<file path="config.mk">
export PLATFORM = sky130hd
export DESIGN_NAME = nibble_serial_subtractor_flat
export DESIGN_NICKNAME = d
export VERILOG_FILES = /design/src/rtl/nibble_serial_subtractor_if.sv /design/src/rtl/nibble_serial_subtractor.sv /design/src/flat_wrapper.sv
export SDC_FILE = /design/constraint.sdc
export NUM_CORES = 1
export LEC_CHECK = 0
export BUFFER_PORTS_ARGS = -buffer_cell sky130_fd_sc_hd__buf_2
export CAP_MARGIN = 20
export CELL_PAD_IN_SITES_DETAIL_PLACEMENT = 0
export CELL_PAD_IN_SITES_GLOBAL_PLACEMENT = 1
export CORE_UTILIZATION = 40
export CTS_BUF_LIST = sky130_fd_sc_hd__clkbuf_2
export DETAILED_ROUTE_END_ITERATION = 16
export GPL_TIMING_DRIVEN = 0
export PLACE_DENSITY_LB_ADDON = 0.1
export SLEW_MARGIN = 30
export SYNTH_ARGS = -nofsm -noshare
export SYNTH_HDL_FRONTEND = slang
export SYNTH_SLANG_ARGS = --single-unit
export TNS_END_PERCENT = 1
</file>
<file path="constraint.sdc">
create_clock -name clk -period 7.45 [get_ports clk]
set_input_delay 0.745 -clock clk [delete_from_list [all_inputs] [get_ports clk]]
set_output_delay 0.745 -clock clk [all_outputs]
set_load 0.03 [all_outputs]
</file>
<file path="src/rtl/nibble_serial_subtractor_if.sv">
// ---------------------------------------------------------------------------
// nibble_serial_subtractor_if
//   Request/result bundle for the nibble-serial subtractor.
//
//   Signals (W = 4*NIBBLES):
//     start  requester -> subtractor  operation request
//     a      requester -> subtractor  minuend
//     b      requester -> subtractor  subtrahend
//     bin    requester -> subtractor  borrow-in
//     busy   subtractor -> requester  operation in progress
//     done   subtractor -> requester  one-cycle result-valid pulse
//     d      subtractor -> requester  difference a - b - bin mod 2^W
//     bout   subtractor -> requester  borrow-out
//     ovf    subtractor -> requester  signed overflow
//
//   Modports: master = requester side, slave = subtractor side.
// ---------------------------------------------------------------------------
interface nibble_serial_subtractor_if #(
  parameter int NIBBLES = 4
);
  localparam int W = 4 * NIBBLES;

  logic         start;
  logic [W-1:0] a;
  logic [W-1:0] b;
  logic         bin;
  logic         busy;
  logic         done;
  logic [W-1:0] d;
  logic         bout;
  logic         ovf;

  modport master (
    output start, a, b, bin,
    input  busy, done, d, bout, ovf
  );

  modport slave (
    input  start, a, b, bin,
    output busy, done, d, bout, ovf
  );
endinterface

</file>
<file path="src/rtl/nibble_serial_subtractor.sv">
// ---------------------------------------------------------------------------
// nibble_serial_subtractor
//   Multi-cycle subtractor computing D = A - B - BIN over W = 4*NIBBLES bits,
//   one 4-bit slice per clock, least significant slice first. The borrow
//   between slices is registered. Each slice computes both borrow-in
//   candidates and the registered borrow picks one (carry-select style).
//
//   Ports:
//     clk  rising-edge clock
//     rst  synchronous active-high reset
//     bus  slave side of nibble_serial_subtractor_if:
//            start/a/b/bin in, busy/done/d/bout/ovf out
//
//   Timing: start accepted at edge k -> done high in the cycle after
//   edge k+NIBBLES. Results hold until the next completion or reset.
// ---------------------------------------------------------------------------
module nibble_serial_subtractor #(
  parameter int NIBBLES = 4
) (
  input  logic                       clk,
  input  logic                       rst,
  nibble_serial_subtractor_if.slave  bus
);

  localparam int W     = 4 * NIBBLES;
  localparam int CNT_W = $clog2(NIBBLES);
  localparam logic [CNT_W-1:0] LAST_SLICE = CNT_W'(NIBBLES - 1);

  typedef enum logic [1:0] {
    S_IDLE = 2'd0,
    S_RUN  = 2'd1,
    S_DONE = 2'd2
  } state_t;

  // 4-bit subtract with borrow-in; bit 4 of the result is the borrow-out
  // (the 5-bit difference wraps negative exactly when a borrow is needed).
  function automatic logic [4:0] nib_sub(input logic [3:0] x,
                                         input logic [3:0] y,
                                         input logic       bi);
    return {1'b0, x} - {1'b0, y} - {4'b0000, bi};
  endfunction

  // Control state
  state_t           r_state;
  logic [CNT_W-1:0] r_cnt;
  logic             r_borrow;
  logic             r_busy;
  logic             r_done;

  // Result registers
  logic [W-1:0]     r_d;
  logic             r_bout;
  logic             r_ovf;

  // Operand and working registers (data only, no reset needed)
  logic [W-1:0]     r_a;
  logic [W-1:0]     r_b;
  logic [W-1:0]     r_work;

  logic             w_accept;
  logic [CNT_W+1:0] w_base;
  logic [3:0]       w_a_nib;
  logic [3:0]       w_b_nib;
  logic [4:0]       w_cand0;
  logic [4:0]       w_cand1;
  logic [4:0]       w_sel;
  logic [W-1:0]     w_work_next;
  logic             w_ovf_next;

  // start is only honoured outside RUN; reset priority is handled in the FSM.
  assign w_accept = bus.start && (r_state != S_RUN);

  // Bit offset of the current slice: counter * 4.
  assign w_base  = {r_cnt, 2'b00};
  assign w_a_nib = r_a[w_base +: 4];
  assign w_b_nib = r_b[w_base +: 4];

  // Both borrow-in cases are ready before the registered borrow selects one.
  assign w_cand0 = nib_sub(w_a_nib, w_b_nib, 1'b0);
  assign w_cand1 = nib_sub(w_a_nib, w_b_nib, 1'b1);
  assign w_sel   = r_borrow ? w_cand1 : w_cand0;

  always_comb begin
    w_work_next = r_work;
    w_work_next[w_base +: 4] = w_sel[3:0];
  end

  // Overflow uses the completed difference including the final slice.
  assign w_ovf_next = (r_a[W-1] != r_b[W-1]) && (w_work_next[W-1] != r_a[W-1]);

  // ---- operand capture / slice write-back ----
  always_ff @(posedge clk) begin
    if (w_accept) begin
      r_a <= bus.a;
      r_b <= bus.b;
    end
    if (r_state == S_RUN) begin
      r_work <= w_work_next;
    end
  end

  // ---- control FSM and result registers ----
  always_ff @(posedge clk) begin
    if (rst) begin
      r_state  <= S_IDLE;
      r_cnt    <= '0;
      r_borrow <= 1'b0;
      r_busy   <= 1'b0;
      r_done   <= 1'b0;
      r_d      <= '0;
      r_bout   <= 1'b0;
      r_ovf    <= 1'b0;
    end else begin
      case (r_state)
        S_IDLE: begin
          r_done <= 1'b0;
          if (bus.start) begin
            r_state  <= S_RUN;
            r_busy   <= 1'b1;
            r_borrow <= bus.bin;
            r_cnt    <= '0;
          end
        end

        S_RUN: begin
          r_borrow <= w_sel[4];
          r_cnt    <= r_cnt + 1'b1;
          if (r_cnt == LAST_SLICE) begin
            r_state <= S_DONE;
            r_busy  <= 1'b0;
            r_done  <= 1'b1;
            r_cnt   <= '0;
            r_d     <= w_work_next;
            r_bout  <= w_sel[4];
            r_ovf   <= w_ovf_next;
          end
        end

        S_DONE: begin
          r_done <= 1'b0;
          if (bus.start) begin
            // Back-to-back: next operands are latched in the done cycle.
            r_state  <= S_RUN;
            r_busy   <= 1'b1;
            r_borrow <= bus.bin;
            r_cnt    <= '0;
          end else begin
            r_state <= S_IDLE;
          end
        end

        default: begin
          r_state <= S_IDLE;
          r_busy  <= 1'b0;
          r_done  <= 1'b0;
          r_cnt   <= '0;
        end
      endcase
    end
  end

  assign bus.busy = r_busy;
  assign bus.done = r_done;
  assign bus.d    = r_d;
  assign bus.bout = r_bout;
  assign bus.ovf  = r_ovf;

endmodule

</file>
<file path="src/flat_wrapper.sv">
// flat-port wrapper written by rule: the top's interface ports become plain ports
module nibble_serial_subtractor_flat 
#(
  parameter int NIBBLES = 4
)
  (clk, rst, bus_start, bus_a, bus_b, bus_bin, bus_busy, bus_done, bus_d, bus_bout, bus_ovf);
  nibble_serial_subtractor_if #(.NIBBLES(NIBBLES)) bus_i ();
  input  logic clk;
  input  logic rst;
  input wire logic [$bits(bus_i.start)-1:0] bus_start;
  input wire logic [$bits(bus_i.a)-1:0] bus_a;
  input wire logic [$bits(bus_i.b)-1:0] bus_b;
  input wire logic [$bits(bus_i.bin)-1:0] bus_bin;
  output wire logic [$bits(bus_i.busy)-1:0] bus_busy;
  output wire logic [$bits(bus_i.done)-1:0] bus_done;
  output wire logic [$bits(bus_i.d)-1:0] bus_d;
  output wire logic [$bits(bus_i.bout)-1:0] bus_bout;
  output wire logic [$bits(bus_i.ovf)-1:0] bus_ovf;
  assign bus_i.start = bus_start;
  assign bus_i.a = bus_a;
  assign bus_i.b = bus_b;
  assign bus_i.bin = bus_bin;
  assign bus_busy = bus_i.busy;
  assign bus_done = bus_i.done;
  assign bus_d = bus_i.d;
  assign bus_bout = bus_i.bout;
  assign bus_ovf = bus_i.ovf;
  nibble_serial_subtractor #(.NIBBLES(NIBBLES)) u_core (.clk(clk), .rst(rst), .bus(bus_i));
endmodule
</file>
=== Word-level counts from Yosys, hierarchy flattened ===
Index checks and enable logic that the tools add are counted.

* Add/subtract/negate cells: 4
* Equality and inequality tests: 9
* Shifts and indexed selects: 4
* Mux-type cells: 14
* Bitwise gates (word level): 1
* Reductions and logical operators: 10

{| class="wikitable"
|+ Operator list
! cell !! count
|-
| 16-bit by 5-bit variable part select with 4-bit output || 2
|-
| 16-bit bitwise mux || 1
|-
| 4-bit by 6-bit variable shift with 16-bit output, first input constant || 1
|-
| 4-bit by 6-bit variable part select with 16-bit output || 1
|-
| 2-bit 2-to-1 mux || 4
|-
| 2-bit AND reduction || 4
|-
| 4-bit negation with 6-bit output || 1
|-
| 2-bit case mux with 3 select lines || 1
|-
| 5-bit 2-to-1 mux || 1
|-
| 4-bit by 4-bit subtractor with 5-bit output || 1
|-
| 5-bit by 1-bit subtractor with 5-bit output, second input constant || 1
|-
| 2-bit == test, second input constant || 2
|-
| 1-bit 2-to-1 mux || 4
|-
| 2-bit by 1-bit inequality test with 1-bit output, second input constant || 2
|-
| 2-bit inequality test, second input constant || 2
|-
| 1-bit case mux with 2 select lines || 2
|-
| 2-bit case mux with 2 select lines || 1
|-
| 2-bit OR reduction || 2
|-
| 2-bit by 1-bit adder with 2-bit output, second input constant || 1
|-
| 2-bit by 1-bit == test with 1-bit output, second input constant || 1
|-
| 1-bit logical AND || 2
|-
| 2-bit logical NOT || 1
|-
| 1-bit inequality test || 2
|-
| 2-bit nonzero test || 1
|-
| 1-bit inverter || 1
|}

* Flip-flop bits (word level): 73
* Bits of input ports: 36
* Output and inout bits: 20
* Logic and storage cells: 53

=== Logic depth before layout (Yosys ltp) ===
* Depth in word-level cells: 8
* Mapped depth: 12
* Mapped depth without buffers: 11

=== Worst setup path after synthesis ===
Ideal clock, no wire load.

* Path kind: register -> register
* From: reg u_core.r_cnt[0]
* To: reg u_core.r_ovf, in the netlist u_core.bus.ovf
* Setup time: 0.079 ns
* Arrival: 3.023 ns
* Data required time: 7.371 ns
* Setup slack: 4.347 ns
* Stages on the path, launching flop included: 11
* Path buffers: 1
* Period minus slack after synthesis: 3.103 ns
* Cells stage by stage: dfxtp_1 buf_2 mux4_2 ha_1 fa_1 xnor2_2 nor2_1 xnor2_1 xnor2_2 o31a_1 a211oi_2

* Cells in the longest elaborated chain, start to end: 8
* Elaborated cells between the ends (all ways): 13
* Those cells by class: add/sub (3); eq/ne (2); shift (4); mux (2); reduce/logical (2)

{| class="wikitable"
|+ RTL lines
! item !! RTL line !! text
|-
| from (decl) || nibble_serial_subtractor.sv:45 || <nowiki>logic [CNT_W-1:0] r_cnt;</nowiki>
|-
| from (signal assigned) || nibble_serial_subtractor.sv:127 || <nowiki>r_cnt <= r_cnt + 1'b1;</nowiki>
|-
| 16-bit by 5-bit variable part select with 4-bit output (on tied branches) || nibble_serial_subtractor.sv:75, nibble_serial_subtractor.sv:76 ||
|-
| 4-bit by 4-bit subtractor with 5-bit output || nibble_serial_subtractor.sv:40 || <nowiki>return {1'b0, x} - {1'b0, y} - {4'b0000, bi};</nowiki>
|-
| 5-bit by 1-bit subtractor with 5-bit output || nibble_serial_subtractor.sv:40 ||
|-
| 5-bit 2-to-1 mux || nibble_serial_subtractor.sv:81 || <nowiki>assign w_sel = r_borrow ? w_cand1 : w_cand0;</nowiki>
|-
| 4-bit by 6-bit variable part select with 16-bit output || nibble_serial_subtractor.sv:85 || <nowiki>w_work_next[w_base +: 4] = w_sel[3:0];</nowiki>
|-
| 16-bit bitwise mux || nibble_serial_subtractor.sv:85 ||
|-
| 1-bit inequality test || nibble_serial_subtractor.sv:89 || <nowiki>assign w_ovf_next = (r_a[W-1] != r_b[W-1]) && (w_work_next[W-1] != r_a[W-1]);</nowiki>
|-
| 1-bit logical AND || nibble_serial_subtractor.sv:89 ||
|-
| to (signal assigned) || nibble_serial_subtractor.sv:135 || <nowiki>r_ovf <= w_ovf_next;</nowiki>
|-
| to (decl) || nibble_serial_subtractor.sv:53 || <nowiki>logic r_ovf;</nowiki>
|}

Parallel ways exist; a longest one is shown, timed or not.
A chain may end at the register's enable or synchronous reset.

=== Worst setup path after layout ===
* From: reg u_core.r_cnt[0]
* To: reg u_core.r_d[15], in the netlist u_core.bus.d[15]

* Cells in the longest elaborated chain, start to end: 6
* Elaborated cells between the ends (all ways): 11
* Those cells by class: add/sub (3); eq/ne (1); shift (4); mux (2); reduce/logical (1)

{| class="wikitable"
|+ RTL lines
! item !! RTL line !! text
|-
| 16-bit by 5-bit variable part select with 4-bit output (on tied branches) || nibble_serial_subtractor.sv:75, nibble_serial_subtractor.sv:76 ||
|-
| 4-bit by 4-bit subtractor with 5-bit output || nibble_serial_subtractor.sv:40 ||
|-
| 5-bit by 1-bit subtractor with 5-bit output || nibble_serial_subtractor.sv:40 ||
|-
| 5-bit 2-to-1 mux || nibble_serial_subtractor.sv:81 ||
|-
| 4-bit by 6-bit variable part select with 16-bit output || nibble_serial_subtractor.sv:85 ||
|-
| 16-bit bitwise mux * || nibble_serial_subtractor.sv:85 ||
|-
| named net u_core.w_work_next[15] || nibble_serial_subtractor.sv:67 || <nowiki>logic [W-1:0] w_work_next;</nowiki>
|-
| to (signal assigned) || nibble_serial_subtractor.sv:133 || <nowiki>r_d <= w_work_next;</nowiki>
|-
| to (decl) || nibble_serial_subtractor.sv:51 || <nowiki>logic [W-1:0] r_d;</nowiki>
|}

Mark *: on every way through the listed nets, which the timed path passes. The rest lies on a longest branch.

==> implementation parameters <==
Parameter                              Value

Run status
  Result of the run    finished, final reports clean

Global routing
  Largest net degree at the start of global routing    24
  Gr usage total    0.164
  Number of antenna violations at the first check in global routing    0
  Remaining Overflow, GRT    0
  Via count of the first global-routing pass    1967
  First-pass GRT wire length    10200 µm

Timing
  Slew of the pin with the lowest slew margin    0.611 ns
  Smallest setup slack after layout    3.88 ns
  Setup_tns    0 ns
  Final worst clock skew    0.0238 ns
  Shortest clock period the worst path allows after layout    3.57 ns
  RSZ-0062 raised after global routing    no
  Achievable frequency    0.280 GHz
  # setup viols final    0
  Final Cycle Share    0.479
  Fin. Hold Viols    0
  Worst-case headroom to the max-slew limit    0.593
  Count of pins over their slew limit    0
  Worst hold margin    0.384 ns

Yosys
  Distinct cell type count after synthesis    34
  Library cell with the highest instance count after synthesis    sky130_fd_sc_hd__edfxtp_1
  Post-Synthesis Cells    259
  Share of Yosys cell area claimed by the top area cell type    0.462
  Most numerous cell types in the synthesized netlist    48 x sky130_fd_sc_hd__edfxtp_1, 30 x sky130_fd_sc_hd__nand2_1, 26 x sky130_fd_sc_hd__inv_1
  Netlist area before placement    3120 µm²
  Largest cells by area after synthesis    sky130_fd_sc_hd__edfxtp_1 46%, sky130_fd_sc_hd__dfxtp_1 16%, sky130_fd_sc_hd__mux4_2 5.8%, sky130_fd_sc_hd__ha_1 4.4%, sky130_fd_sc_hd__nand2_1 3.6%
  Mapped Avg Cell Area    12.1 µm²
  Synthesized net count    307
  Main flop type after synthesis    sky130_fd_sc_hd__edfxtp_1
  FF+latch count, synth    73
  Biggest area consumer among synthesized cells    sky130_fd_sc_hd__edfxtp_1
  Synth async-reset ratio    0
  Number of synthesized flops with an enable pin    48
  Post-synthesis sequential area ratio    0.622
  Warnings, synthesis    0

Placed design
  Number of input and output port buffers inserted    54
  Post-DP HPWL    4370 µm
  Placed cells    413
  Global placer's final weighted congestion    0.735
  Worst setup timing slack at the placement stage    3.86 ns

Finish
  Number of filler instances in the final layout    708
  Final core utilization    0.496
  Post-route non-filler standard cell count    429
  Synth-to-layout area growth    17.7%
  Proportion of layout cells with a drive suffix above 1    0.264
  Net count, final    373
  Antenna diode count    0

Floorplanning
  Core footprint    7410 µm²
  Die area    8160 µm²
  Number of rows in the core area    31
  Die Width    90.4 µm
  Number of top-level pins    56
  Height of the chip    90.4 µm
  Initial core utilization    0.422

Clocking
  TritonCTS clock tree    done
  Post-CTS setup buffer count    0
  Bufs on Longest Clock Path    2
  H-tree depth    3
  Insertion delay of the later-clocked pin in the worst-skew pair    0.51 ns
  Clk sink count    73
  Clock buffer count from CTS    9
  Root buffer cell    sky130_fd_sc_hd__clkbuf_2
  CTS Hold Bufs    0
  Clock-pin slew on the worst setup and hold paths    0.23 ns
  Number of resized instances in the post-cts repair step    0

Power
  P per Cell Area    227 nW/µm²
  Max rail drop VDD    127 µV
  Leakage power figure    1.46 nW

Worst setup path
  Worst setup EP type    flip-flop
  Critical Path Sink    u_core.bus.d[15]
  Worst Path Max Fanout    10
  Reg2reg start    u_core.r_cnt[0]
  Endpoint arrival time on the critical path    3.98 ns
  Register-to-Register Path Depth    10
  Required time of the critical path    7.87 ns
  Crit Path Class    reg -> reg
  Endpoint of the worst-slack reg-to-reg timing path    u_core.bus.d[15]
  Launch point of the critical path    u_core.r_cnt[0]
  Worst setup slack for register-to-register paths    3.88 ns
  Type of element launching the critical path    flip-flop

Route
  Vias    2051
  Remaining routing DRC violations    0
  Final antenna-violating net count    0
  Total Wirelength    6040 µm
  TritonRoute pass-1 iters    5
  Avg WL per Cell    14.1 µm
  First-iteration detailed-routing DRC count    81
  Via-to-Cell Ratio    4.78

Flow run
  Maximum Capacitance Violations    0

Min path
  Hold path startpoint    bus_b[3]
  Tightest Hold Check Type    in -> reg
## sequential cells by signal (all words and copies together) (netlist names)
name and count:
u_core.bus.bout 1, u_core.bus.busy 1, u_core.bus.d 16, u_core.bus.done 1, u_core.bus.ovf 1, u_core.r_a 16
u_core.r_b 16, u_core.r_borrow 1, u_core.r_cnt 2, u_core.r_state 2, u_core.r_work 16
## worst min path at each step
stage                                   end  slack [ns]  cells after the start
after detailed placement    u_core.bus.d[0]        0.45                      2
after floorplan           u_core.r_state[0]        0.51                      2
after global placement     u_core.bus.d[14]        0.44                      2
after global routing          u_core.r_b[0]        0.33                      1
after CTS                     u_core.r_b[8]        0.35                      1
final                         u_core.r_b[3]        0.38                      1
## per-layer routing
layer / wire (µm) / global-route usage / up-vias
met5: 0 / 0 / -
met4: 28 / 0.0524 / 0
met3: 229 / 0.0404 / 2
met2: 2580 / 0.232 / 42
met1: 3210 / 0.247 / 954
li1: - / - / 1053
## placed cells by master, fill, tap and decap left out, types with 4 or more instances in the layout
cell type and count:
sky130_fd_sc_hd__clkbuf_2 9, sky130_fd_sc_hd__ha_1 11, sky130_fd_sc_hd__mux4_2 8, sky130_fd_sc_hd__dfxtp_1 25, sky130_fd_sc_hd__a21oi_1 18, sky130_fd_sc_hd__o22ai_1 15
sky130_fd_sc_hd__nand2b_1 4, sky130_fd_sc_hd__nand2_1 30, sky130_fd_sc_hd__buf_2 57, sky130_fd_sc_hd__nor2_1 25, sky130_fd_sc_hd__o21a_1 7, sky130_fd_sc_hd__edfxtp_1 48
sky130_fd_sc_hd__o21ai_0 4, sky130_fd_sc_hd__clkbuf_1 5, sky130_fd_sc_hd__inv_1 26
## cell type report
type                       count  area (µm²)  area share
tap                           99         124      0.0337
sequential                    73        1940       0.528
clock buffer                   9        45.0      0.0123
inverter                      26        97.6      0.0265
multi-input combinational    151        1050       0.287
timing repair buffer          55         298      0.0810
buffer                         9        37.5      0.0102
clock inverter                 7        78.8      0.0214
## cells by family (layout without fill, tap and decap cells)
| kind of cell | count (synthesis) | after routing | share of synthesized area |
|---|---|---|---|
| AOI/OAI and AO/OA | 51 | 51 | 0.101 |
| adders and majority gates | 12 | 12 | 0.0505 |
| DFF | 73 | 73 | 0.622 |
| muxes | 9 | 9 | 0.0613 |
| buffers and inverters | 35 | 106 | 0.0433 |
| xor gates and xnor gates | 5 | 5 | 0.0188 |
| and+or+nand+nor | 74 | 74 | 0.103 |
## power by group
| part | total [mW] | leakage (nW) | internal, mW | switching [mW] |
|---|---|---|---|---|
| Sequential | 0.466 | 0.661 | 0.458 | 0.00786 |
| Clock | 0.232 | 0.0651 | 0.0801 | 0.152 |
| Combinational | 0.135 | 0.739 | 0.0557 | 0.0790 |
| Total | 0.833 | 1.46 | 0.594 | 0.239 |
## metrics by stage
| stage | area (µm²) | total power [mW] |
|---|---|---|
| floorplan | 3120 | 0.567 |
| finish | 3680 | 0.833 |
| global route | 3680 | 0.875 |
| detailed placement | 3550 | 0.610 |
| global placement | 3520 | 0.607 |
| CTS | 3680 | 0.843 |
## worst max-delay path: stages (launching register included)
cell	delay [ns]
sky130_fd_sc_hd__dfxtp_1	0.61
sky130_fd_sc_hd__buf_2	0.38
sky130_fd_sc_hd__mux4_2	0.56
sky130_fd_sc_hd__ha_1	0.25
sky130_fd_sc_hd__fa_1	0.45
sky130_fd_sc_hd__xnor2_2	0.24
sky130_fd_sc_hd__nor2_1	0.09
sky130_fd_sc_hd__xnor2_1	0.16
sky130_fd_sc_hd__xnor2_2	0.33
sky130_fd_sc_hd__o21ai_0	0.20
sky130_fd_sc_hd__o21a_1	0.22
No activity file was read; power rests on OpenSTA's default activity.
